--- src/rtl/sampled_pkg.sv ---
// Shared types and helpers for the sampled-history tracker.
package sampled_pkg;

    typedef struct packed {
        logic rose;
        logic fell;
        logic stable;
        logic changed;
    } sample_flags_t;

    localparam int MAX_DEPTH = 16;

    function automatic int sel_width(input int depth);
        return (depth <= 2) ? 1 : $clog2(depth);
    endfunction

endpackage

--- src/rtl/sampled_history_lane.sv ---
// One channel's history shift register, past-value mux and edge/stability flags.
module sampled_history_lane
    import sampled_pkg::*;
#(
    parameter int               WIDTH     = 8,
    parameter int               DEPTH     = 4,
    parameter int               SELW      = 2,
    parameter logic [WIDTH-1:0] RESET_VAL = '0
) (
    input  logic                clk,
    input  logic                rst_n,
    input  logic                shift_en,
    input  logic                clear_en,
    input  logic                flags_ok,
    input  logic [SELW-1:0]     past_sel,
    input  logic [WIDTH-1:0]    data,
    output logic [WIDTH-1:0]    sampled,
    output logic [WIDTH-1:0]    past,
    output sample_flags_t       flags
);

    logic [WIDTH-1:0] hist [DEPTH];

    always_ff @(posedge clk) begin
        if (!rst_n || clear_en) begin
            for (int i = 0; i < DEPTH; i++) hist[i] <= RESET_VAL;
        end else if (shift_en) begin
            hist[0] <= data;
            for (int i = 1; i < DEPTH; i++) hist[i] <= hist[i-1];
        end
    end

    assign sampled = hist[0];

    // Out-of-range selects fall through to RESET_VAL rather than X.
    always_comb begin
        past = RESET_VAL;
        for (int i = 0; i < DEPTH; i++) begin
            if (int'(past_sel) == i) past = hist[i];
        end
    end

    always_comb begin
        flags = '0;
        if (flags_ok) begin
            flags.stable  = (hist[0] == hist[1]);
            flags.changed = (hist[0] != hist[1]);
            flags.rose    = !hist[1][0] &&  hist[0][0];
            flags.fell    =  hist[1][0] && !hist[0][0];
        end
    end

endmodule

--- src/rtl/sampled_history_tracker.sv ---
// Multi-channel sampled-value history with $past-style lookup and rose/fell/stable/changed flags.
module sampled_history_tracker
    import sampled_pkg::*;
#(
    parameter int               WIDTH     = 8,
    parameter int               CHANNELS  = 4,
    parameter int               DEPTH     = 4,
    parameter logic [WIDTH-1:0] RESET_VAL = '0,
    localparam int              SELW      = sel_width(DEPTH),
    localparam int              CNTW      = $clog2(DEPTH + 1)
) (
    input  logic                      clk,
    input  logic                      rst_n,
    input  logic                      sample_en,
    input  logic                      clear,
    input  logic [CHANNELS*WIDTH-1:0] ch_data_i,
    input  logic [SELW-1:0]           past_sel,
    output logic [CHANNELS*WIDTH-1:0] sampled_o,
    output logic [CHANNELS*WIDTH-1:0] past_o,
    output logic                      past_valid_o,
    output logic [CHANNELS-1:0]       rose_o,
    output logic [CHANNELS-1:0]       fell_o,
    output logic [CHANNELS-1:0]       stable_o,
    output logic [CHANNELS-1:0]       changed_o,
    output logic [CNTW-1:0]           fill_cnt_o
);

    if (DEPTH < 2 || DEPTH > MAX_DEPTH) begin : g_bad_depth
        $error("sampled_history_tracker: DEPTH must be in 2..16");
    end

    logic [CNTW-1:0] fill_cnt;
    logic            shift_en;
    logic            flags_ok;

    // clear outranks sample_en: a simultaneous strobe is discarded.
    assign shift_en = sample_en && !clear;
    assign flags_ok = (fill_cnt >= CNTW'(2));

    always_ff @(posedge clk) begin
        if (!rst_n || clear) begin
            fill_cnt <= '0;
        end else if (sample_en && fill_cnt != CNTW'(DEPTH)) begin
            fill_cnt <= fill_cnt + CNTW'(1);
        end
    end

    assign fill_cnt_o   = fill_cnt;
    assign past_valid_o = (int'(past_sel) < DEPTH) && (int'(fill_cnt) > int'(past_sel));

    for (genvar c = 0; c < CHANNELS; c++) begin : g_lane
        sample_flags_t lane_flags;

        sampled_history_lane #(
            .WIDTH     (WIDTH),
            .DEPTH     (DEPTH),
            .SELW      (SELW),
            .RESET_VAL (RESET_VAL)
        ) u_lane (
            .clk      (clk),
            .rst_n    (rst_n),
            .shift_en (shift_en),
            .clear_en (clear),
            .flags_ok (flags_ok),
            .past_sel (past_sel),
            .data     (ch_data_i[c*WIDTH +: WIDTH]),
            .sampled  (sampled_o[c*WIDTH +: WIDTH]),
            .past     (past_o[c*WIDTH +: WIDTH]),
            .flags    (lane_flags)
        );

        assign rose_o[c]    = lane_flags.rose;
        assign fell_o[c]    = lane_flags.fell;
        assign stable_o[c]  = lane_flags.stable;
        assign changed_o[c] = lane_flags.changed;
    end

endmodule
--- config.mk ---
export PLATFORM = sky130hd
export DESIGN_NAME = sampled_history_tracker
export DESIGN_NICKNAME = d
export VERILOG_FILES = /design/src/rtl/sampled_pkg.sv /design/src/rtl/sampled_history_lane.sv /design/src/rtl/sampled_history_tracker.sv
export SDC_FILE = /design/constraint.sdc
export NUM_CORES = 1
export LEC_CHECK = 0
export CAP_MARGIN = 0
export CORE_MARGIN = 1
export CORE_UTILIZATION = 47
export CTS_CLUSTER_SIZE = 14
export DETAILED_ROUTE_END_ITERATION = 8
export GPL_ROUTABILITY_DRIVEN = 0
export PLACE_DENSITY = 0.72
export SETUP_SLACK_MARGIN = 0.02
export SYNTH_ARGS = -nofsm -noshare
export SYNTH_HDL_FRONTEND = slang
export SYNTH_SLANG_ARGS = --single-unit
--- constraint.sdc ---
create_clock -name clk -period 4.6 [get_ports clk]
set_input_delay 0.69 -clock clk [delete_from_list [all_inputs] [get_ports clk]]
set_output_delay 0.69 -clock clk [all_outputs]
set_load 0.01 [all_outputs]
== After elaboration in Yosys (flattened, before gate mapping) ==
Memory sizes are Yosys's and may differ from the RTL's.
Index checks and enable logic that the tools add are counted.

* Register bits: 3
* Bits in writable memories: 128
* Bits of input ports: 38
* Output and inout port bits: 84
* Logic and storage cells: 99
* Memories: 4

* $add $sub $neg: 1
* Magnitude comparators: 2
* Eq/ne operators: 12
* Muxes and demuxes: 41
* Bitwise operators: 16
* Reductions and logical operators: 22

{| class="wikitable"
|+ Memory list
! memory !! depth !! width !! rd ports !! clocked after Yosys merged registers in !! wr ports !! RTL line !! text
|-
| g_lane[0].u_lane.hist || 4 || 8 || 4 || 0 || 4 || sampled_history_lane.sv:22 || <nowiki>logic [WIDTH-1:0] hist [DEPTH];</nowiki>
|-
| g_lane[1].u_lane.hist || 4 || 8 || 4 || 0 || 4 || sampled_history_lane.sv:22 ||
|-
| g_lane[2].u_lane.hist || 4 || 8 || 4 || 0 || 4 || sampled_history_lane.sv:22 ||
|-
| g_lane[3].u_lane.hist || 4 || 8 || 4 || 0 || 4 || sampled_history_lane.sv:22 ||
|}

{| class="wikitable"
|+ Operators with widths
! cell !! number
|-
| $mux W8 || 32
|-
| $eq A8 B8 Y1 || 4
|-
| $ne A8 B8 Y1 || 4
|-
| $mux W4 || 4
|-
| $or A1 B1 Y1 || 16
|-
| $logic_and A1 B1 Y1 || 10
|-
| $logic_not A1 Y1 || 10
|-
| $mux W1 || 5
|-
| $eq A2 B2 Y1 const B || 2
|-
| $add A3 B1 Y3 const B || 1
|-
| $ge A3 B2 Y1 const B || 1
|-
| $gt A3 B2 Y1 || 1
|-
| $ne A3 B3 Y1 const B || 1
|-
| $eq A2 B1 Y1 const B || 1
|-
| $logic_not A2 Y1 || 1
|-
| $logic_or A1 B1 Y1 || 1
|}

== Depth between registers and ports, before layout ==
Gate-level depths: netlist of the first run.

* Depth after elaboration: 6
* Depth in mapped cells: 7
* Mapped depth without buffers: 6

== By module ==
A second synthesis of the first run with hierarchy kept.

* Cell total of the unflattened synthesis: 414
* Area total of the unflattened synthesis: 6357.3 um^2

{| class="wikitable"
|+ By module, submodules not included
! module !! instances !! cells an instance !! area each (um^2) !! seq. area each (um^2)
|-
| sampled_history_lane || 4 || 97 || 1531.5 || 960.9
|-
| sampled_history_tracker || 1 || 26 || 231.5 || 60.1
|}

== Least setup slack after synthesis of the first run ==
Ideal clock, no wire load.

* Kind: input port to flip-flop
* Start: input clear
* End: memory g_lane[0].u_lane.hist[0][0] (enable)
* Setup time: 510 ps
* Data arrival time: 4070 ps
* Required time: 4090 ps
* Slack: 20 ps
* Stages on the path: 3
* Buffers on the path: 1
* Cell sequence: nand2b_1 -> buf_2 -> nand2b_1

{| class="wikitable"
|+ RTL lines
! element !! RTL line !! text
|-
| start: declaration || sampled_history_tracker.sv:15 || <nowiki>input logic clear,</nowiki>
|-
| end: declaration || sampled_history_lane.sv:22 ||
|}

==> results.md, run 1 <==
* DRT iter0 DRCs at 212
* Htree depth at 4
* Fin util at 62.5%
* Seq pwr share at 46.7%
* Global Route Usage Sum at 18.7%
* Top FF cell, synth: edfxtp_1
* Netlist Area Pre-Place at 6330 sq um
* Max Cap Violations at 0
* Vias per inst at 5.13
* Post-layout nets at 591
* Sw Ratio at 21.4%
* IO buf count at 121
* First-pass GRT wire length at 19800 um
* Cell family with most CP delay: simple AND/OR/NAND/NOR gates
* DP Worst Slack at 1410 ps
* Cell Int Power at 0.00238 W
* Peak supply drop at 0.000221 V
* Worst hold path type: reg -> reg
* Worst-Skew Late Latency at 420 ps
* Slowest CP cell: or4_1
* Post-DP HPWL at 7870 um
* Final Skew at 8.01 ps
* Die width at 118 um
* Clock power share at 43.6%
* Status: finished, final reports clean
* Die height at 118 um
* Logic gate share of total power at 9.8%
* Mean Syn Cell Area at 14.9 sq um
* Final worst-path cycle share at 68.8%
* Hold-fix buffers, CTS at 0
* Synthesized Nets at 477
* Crit Path Max Fanout at 4
* Critical Setup Path Class: reg -> out
* Clock buffer depth at 2
* Total gr overflow at 0
* Count leader, synth: edfxtp_1
* Seq/Total Area, Yosys at 61.7%
* Worst-margin pin slew at 803 ps
* EDFF count, synth at 128
* Post-CTS Setup Repair Bufs at 0
* Clock root buffer: clkbuf_16
* Setup TNS at 0 ps
* Netlist cell types at 31
* Starting Density at 48.0%
* Finish-stage setup viols at 0
* Leading area contributor after synthesis: edfxtp_1
* Final antenna-violating net count at 0
* Post-synthesis async set-or-reset flop share at 0%
* Slew headroom at 46.3%
* CP Capture Type: primary output
* 1st-pass router iterations at 4
* Vias in the first global route at 3672
* Leakage at 3.18 nW
* CTS clk-pin slew, worst paths at 50 ps
* CTS tree: done
* Critical path, cell by cell: inv_1 > ha_1 > o2111ai_1 > or4_1 > nor2_1 > clkdlybuf4s50_1
* Top cells by area, synth: edfxtp_1 61%, and2_1 12%, mux4_2 11%
* CP Buf/Inv Count at 2
* Antenna cells at 0
* Post-CTS Resized at 0
* RSZ-0062 raised after global routing: no
* PD cells at 366 nW/um^2
* Sw Pwr at 0.000645 W
* Final slew viol count at 0
* Largest net degree at the start of global routing at 77
* Initial antenna violation count at 0
* Cts bufs inserted at 17
* Drt total wl at 12300 um
* Drt wl/cell at 16.9 um
* Power consumption at 0.00302 W
* Startpoint types: flop
* Total number of vias at 3739
* Proportion of layout cells with a drive suffix above 1 at 12.5%
* Synth Instances at 426
* I/O pin count at 122
* Die ar. at 13900 sq um
* Peak per-stage delay on the critical path at 570 ps
* Final hold vios at 0
* Ys Warns at 0
* Fmax at 0.316 GHz
* TritonCTS Sinks at 131
* Commonest cells in the netlist: 128 x edfxtp_1, 118 x and2_1, 31 x mux4_2
* #FFs+latches synth at 131
* # DRC at 0
* Data arrival, critical path at 2470 ps
* Worst Path Required at 3910 ps
* Core area at 13200 sq um
* Min Tclk post-route at 3160 ps
* Final WS setup at 1440 ps
* Row count at 42
* Top-area cell type share of the netlist area at 60.7%
* Layout area overhead at 30.3%
-- through the flow --
step                hold slack (ps)  instance area, sq um  std cells
floorplan                       514                  6330        426
global placement                525                  7670        697
finish                          551                  8250        729
CTS                             550                  8250        729
global route                    567                  8250        729
detailed placement              537                  7670        697
-- logic make-up (layout without fill, tap and decap cells) --
family	count (synthesis)	in the layout	share of synthesized area, %
buffers and inverters	47	174	3.64
multiplexers	32	32	11.4
adder cells (fa/ha/maj)	13	13	2.57
AO/OA/AOI/OAI	7	7	0.732
AND/OR/NAND/NOR	170	170	16.3
XOR/XNOR	26	26	3.60
flip-flops	131	131	61.7
-- power by group through the flow --
| stage | sequential (W) | combinational [W] | clock [W] |
|---|---|---|---|
| final | 0.00141 | 0.000295 | 0.00132 |
| after global routing | 0.00142 | 0.000319 | 0.00139 |
| after CTS | 0.00141 | 0.000301 | 0.00133 |
| after detailed placement | 0.00143 | 0.000299 | 0 |
| after global placement | 0.00143 | 0.000296 | 0 |
| after floorplan | 0.00143 | 0.000153 | 0 |
-- layer usage --
layer	track usage, %	up-vias	routed length (um)
li1	-	1756	-
met1	26.0	1868	5670
met2	28.0	99	5860
met3	5.43	16	593
met4	7.21	0	172
met5	0	-	0
-- cell usage in the layout (no fill, tap or decap), types with 12 or more instances in the layout --
master and n:
and2_1 118, clkbuf_16 17, clkdlybuf4s50_1 119, edfxtp_1 128, ha_1 13, inv_1 15
mux4_2 31, nor3_1 12, xnor2_1 14, xor2_1 12
-- final cells by class --
class                      instances  area (sq um)
fill                            1021          4940
sequential                       131          3900
multi-input combinational        248          2210
timing repair buffer             127          1280
clock buffer                      19           433
tap                              176           220
clock inverter                    13           141
inverter                          15          56.3
-- flip-flops by register name (all words and copies together) (netlist names) --
register,flops
fill_cnt_o,3
g_lane.u_lane.hist,128
-- worst paths after layout --
kind                                                   start                      endpoint  slack (ps)  depth (start not counted)
worst max register to register                 fill_cnt_o[1]                 fill_cnt_o[1]        3070                          6
worst min register to register  g_lane[1].u_lane.hist[0][17]  g_lane[1].u_lane.hist[0][25]         550                          1
worst min-delay path            g_lane[1].u_lane.hist[0][17]  g_lane[1].u_lane.hist[0][25]         550                          1
worst max-delay path             g_lane[1].u_lane.hist[0][0]                   stable_o[1]        1440                          6
Power figures use the tool's default switching activity.
==> run 2, diff against run 1 <==
==> constraint.sdc (replaced) <==
create_clock -name clk -period 2.64 [get_ports clk]
set_input_delay 0.396 -clock clk [delete_from_list [all_inputs] [get_ports clk]]
set_output_delay 0.396 -clock clk [all_outputs]
set_load 0.01 [all_outputs]
==> results.md, run 2 (synthesis results as in run 1) <==
* Status: finished, final reports clean
* Sequential Area at 3910 sq um
* Critical Setup Path Class: reg -> out
* Total number of vias at 3841
* First-pass GRT wire length at 20400 um
* Final hold vios at 0
* Most flop-heavy register: g_lane.u_lane.hist
* Die height at 118 um
* Final worst-path cycle share at 97.7%
* Layout area overhead at 34.1%
* Htree depth at 4
* Clock buffer depth at 2
* Layout filler cell count at 935
* Fmax at 0.388 GHz
* Dpl cell area at 7790 sq um
* Clock power share at 43.7%
* 1st-pass router iterations at 6
* Initial antenna violation count at 0
* Min Tclk post-route at 2580 ps
* Setup TNS at 0 ps
* Drt total wl at 12500 um
* Cell Int Power at 0.00417 W
* Worst hold path type: reg -> reg
* # DRC at 0
* Antenna cells at 0
* Hold-fix buffers, CTS at 0
* Seq pwr share at 45.9%
* Logic gate share of total power at 10.3%
* Multi-input logic area at 2230 sq um
* Peak supply drop at 0.000450 V
* Final Skew at 4.21 ps
* Vias in the first global route at 3820
* Die width at 118 um
* Row count at 42
* RSZ-0062 raised after global routing: yes
* Sw Pwr at 0.00117 W
* Slew headroom at 60.9%
* TritonCTS Sinks at 131
* Cts bufs inserted at 17
* Final WS setup at 59.9 ps
* Clock root buffer: clkbuf_16
* I/O pin count at 122
* CP Capture Type: primary output
* DP Worst Slack at 179 ps
* Worst-margin pin slew at 585 ps
* Final slew viol count at 0
* IO buf count at 121
* Data arrival, critical path at 2180 ps
* Most common cell after layout, fill and taps aside: edfxtp_1
* Die ar. at 13900 sq um
* Startpoint types: flop
* Vias per inst at 5.14
* Worst-Skew Late Latency at 420 ps
* PD cells at 629 nW/um^2
* Global Route Usage Sum at 19.4%
* CTS tree: done
* Number of flip-flops in the largest register at 128
* Starting Density at 48.0%
* Proportion of layout cells with a drive suffix above 1 at 16.8%
* Fin area at 8490 sq um
* Total gr overflow at 0
* Leakage at 3.40 nW
* DRT iter0 DRCs at 223
* Largest net degree at the start of global routing at 72
* Final antenna-violating net count at 0
* Core area at 13200 sq um
* Most frequent cells in the layout: 128 x edfxtp_1, 118 x and2_1, 113 x clkdlybuf4s50_1, 31 x mux4_2
* CTS clk-pin slew, worst paths at 50 ps
* Sw Ratio at 21.9%
* Minimum hold slack at 542 ps
* Drt wl/cell at 16.7 um
* Finish-stage setup viols at 0
* Post-DP HPWL at 8370 um
* Worst Path Required at 2240 ps
* Post-layout nets at 610
* Max Cap Violations at 0
* Crit Path Max Fanout at 2
-- run 2: cell count changes in the layout (fill, tap and decap cells not counted), sizes merged --
cell	before	now
dlymetal6s2s	0	4
buf	8	27
dlygate4sd2	0	2
clkdlybuf4s50	119	113
inv	15	16
clkbuf	19	17
clkinv	7	8
-- run 2: power by group through the flow --
stage / registers (W) / logic (W) / clock network (W)
floorplan: 0.00248 / 0.000268 / 0
global placement: 0.00249 / 0.000537 / 0
detailed placement: 0.00250 / 0.000539 / 0
CTS: 0.00245 / 0.000548 / 0.00237
global route: 0.00247 / 0.000594 / 0.00245
finish: 0.00245 / 0.000553 / 0.00234
-- run 2: routing by layer --
| layer | wire (um) | vias up | GRT usage, % |
|---|---|---|---|
| li1 | - | 1795 | - |
| met1 | 5750 | 1911 | 26.4 |
| met2 | 5950 | 119 | 29.1 |
| met3 | 576 | 16 | 5.09 |
| met4 | 250 | 0 | 9.05 |
| met5 | 0 | - | 0 |
-- run 2: path summary, 6_finish.rpt --
check / from / to / depth (start not counted) / slack [ps]
worst max register to register: fill_cnt_o[0] / fill_cnt_o[1] / 6 / 1200
worst min-delay path: g_lane[1].u_lane.hist[0][19] / g_lane[1].u_lane.hist[0][27] / 1 / 540
worst max-delay path: g_lane[1].u_lane.hist[0][0] / changed_o[1] / 6 / 60
worst min register to register: g_lane[1].u_lane.hist[0][19] / g_lane[1].u_lane.hist[0][27] / 1 / 540
-- run 2: layout make-up --
| cell class | instances | share of cell area (%) |
|---|---|---|
| repair buffers | 146 | 17.5 |
| well taps | 176 | 2.59 |
| clock inverters | 15 | 1.95 |
| flip-flops and latches | 131 | 46.0 |
| clock buffers | 17 | 5.01 |
| multi-input cells | 248 | 26.3 |
| inverters | 15 | 0.663 |
-- run 2: timing repair --
| item | 4_1_cts | 5_1_grt |
|---|---|---|
| pin swaps | 0 | 3 |
| hold endpoints to repair | 0 | 0 |
| resized for setup | 4 | 8 |
| endpoints found under the setup margin | 8 | 10 |
| setup buffers | 2 | 8 |
-- run 2: stage by stage --
step                      util [%]  power, W  std cells
after detailed placement      59.0   0.00304        706
after global routing          64.4   0.00552        748
final                         64.4   0.00534        748
after CTS                     63.7   0.00537        740
after floorplan                  -   0.00275        426
after global placement        59.0   0.00302        706
-- run 2: critical path: stages, from the launching register on --
cell and delay, ps:
edfxtp_1 350, inv_1 70, ha_1 290, o2111ai_1 100, or4_4 540, nor2b_4 140
dlygate4sd2_1 270
==> run 3, diff against run 2 <==
--- a/config.mk
+++ b/config.mk
@@ -6,6 +6,7 @@
 export NUM_CORES = 1
 export LEC_CHECK = 0
 export CAP_MARGIN = 0
+export CORE_ASPECT_RATIO = 0.6
 export CORE_MARGIN = 1
 export CORE_UTILIZATION = 47
 export CTS_CLUSTER_SIZE = 14
==> results.md, run 3 (synthesis results as in run 1) <==
* Critical Setup Path Class: reg -> out
* Total number of vias at 3875
* 1st-pass router iterations at 5
* CTS tree: done
* Critical path, cell by cell: inv_1 > ha_1 > o2111ai_1 > or4_4 > nor2b_4 > dlygate4sd2_1
* Final worst-path cycle share at 96.8%
* Final slew viol count at 0
* Worst R2R Setup Slack at 1220 ps
* Vias per inst at 5.26
* Die width at 152 um
* Slew headroom at 66.4%
* I/O pin count at 122
* Hold-fix buffers, CTS at 0
* Worst R2R Start: fill_cnt_o[1]
* Hold depth at 1
* Final antenna-violating net count at 0
* Clock root buffer: clkbuf_16
* Starting Density at 48.8%
* Worst R2R End: fill_cnt_o[0]
* Peak per-stage delay on the critical path at 550 ps
* CTS clk-pin slew, worst paths at 60 ps
* Die ar. at 13900 sq um
* Finished Layout Cells at 737
* Most flop-heavy register: g_lane.u_lane.hist
* Cts bufs inserted at 17
* Max Cap Violations at 0
* Status: finished, final reports clean
* Htree depth at 4
* Worst-margin pin slew at 503 ps
* Global Route Usage Sum at 19.8%
* Row count at 32
* Worst Path Required at 2240 ps
* Drt total wl at 13000 um
* Number of flip-flops in the largest register at 128
* Largest net degree at the start of global routing at 64
* Worst hold path type: reg -> reg
* Power consumption at 0.00533 W
* Peak supply drop at 0.000418 V
* Core area at 13000 sq um
* Post-DP HPWL at 8400 um
* # DRC at 0
* RSZ-0062 raised after global routing: yes
* Final hold vios at 0
* Inst Count DP at 699
* Layout area overhead at 33.0%
* Layout filler cell count at 931
* Die height at 91.9 um
* Startpoint types: flop
* Post-layout nets at 606
* Crit Path Max Fanout at 2
* Worst-Skew Late Latency at 410 ps
* Most common cell after layout, fill and taps aside: edfxtp_1
* CP Capture Type: primary output
* PD cells at 633 nW/um^2
* First-pass GRT wire length at 21000 um
* Most frequent cells in the layout: 128 x edfxtp_1, 118 x and2_1, 113 x clkdlybuf4s50_1, 31 x mux4_2, 17 x clkbuf_16
* Hold path start: g_lane[3].u_lane.hist[2][5]
* Clock buffer depth at 2
* R2R depth at 5
* Total gr overflow at 0
* Initial antenna violation count at 0
* Leakage at 3.36 nW
* Fmax at 0.391 GHz
* Setup TNS at 0 ps
* Antenna cells at 0
* Min Tclk post-route at 2560 ps
* Proportion of layout cells with a drive suffix above 1 at 16.2%
* Final Skew at 7.62 ps
* Finish-stage setup viols at 0
* Slowest CP cell: or4_4
* Data arrival, critical path at 2160 ps
* Vias in the first global route at 3823
* IO buf count at 121
* DRT iter0 DRCs at 283
* Hold Path End: g_lane[3].u_lane.hist[3][5]
* Drt wl/cell at 17.7 um
* TritonCTS Sinks at 131
==> run 3: cell types whose count changed in the layout (fill, tap and decap cells not counted), moves of 2 or more <==
cell / change
buf_12: -3
xnor2_1: -2
clkinv_4: -2
buf_4: -2
xnor2_2: +2
==> run 3: worst max path at each step <==
stage / from / to / slack, ps / cells after the start
floorplan: past_sel[1] / past_valid_o / 600 / 7
global placement: g_lane[1].u_lane.hist[0][8] / stable_o[1] / 220 / 5
detailed placement: g_lane[1].u_lane.hist[0][8] / stable_o[1] / 200 / 5
CTS: fill_cnt_o[0] / fell_o[3] / 20 / 6
global route: fill_cnt_o[0] / fell_o[3] / 7 / 6
finish: g_lane[1].u_lane.hist[0][0] / changed_o[1] / 80 / 6
==> run 3: critical path: cells and delay by family, from the launching register on <==
kind | cells | cell delay, ps
AO/OA/AOI/OAI | 1 | 90
adder cells (fa/ha/maj) | 1 | 270
buffers and inverters | 2 | 340
flip-flops | 1 | 360
AND/OR/NAND/NOR | 2 | 690
==> run 3: through the flow <==
| stage | hold WS, ps | setup slack [ps] | cell area [sq um] | util (%) |
|---|---|---|---|---|
| detailed placement | 538 | 200 | 7740 | 59.6 |
| finish | 547 | 84.2 | 8420 | 64.9 |
| global route | 565 | 7.40 | 8420 | 64.9 |
| floorplan | 514 | 600 | 6340 | - |
| CTS | 551 | 15.6 | 8370 | 64.5 |
| global placement | 522 | 224 | 7740 | 59.6 |
==> run 3: layout make-up <==
class	count	area, sq um	area share, %
Sequential cell	131	3910	46.4
Multi-Input combinational cell	248	2240	26.7
Timing Repair Buffer	142	1420	16.9
Clock buffer	18	429	5.10
Tap cell	170	213	2.53
Clock inverter	13	143	1.69
Inverter	15	56.3	0.669
==> run 3: report_power, final <==
group          switching, W  total (W)  internal (W)
sequential        0.0000750    0.00245       0.00238
combinational      0.000234   0.000553      0.000319
clock              0.000864    0.00232       0.00146
==> run 3: repair_timing <==
item	CTS	global route
pin swaps	2	4
resized for setup	9	7
buffers inserted	3	4
endpoints found under the setup margin	14	16
==> run 3: metal layers <==
metal / global-route usage [%] / part of all wire (%) / up-vias / wire, um
li1: - / - / 1782 / -
met1: 30.3 / 50 / 1945 / 6550
met2: 27.0 / 43 / 140 / 5570
met3: 5.06 / 6.4 / 8 / 832
met4: 7.00 / 0.73 / 0 / 95
met5: 0 / 0 / - / 0
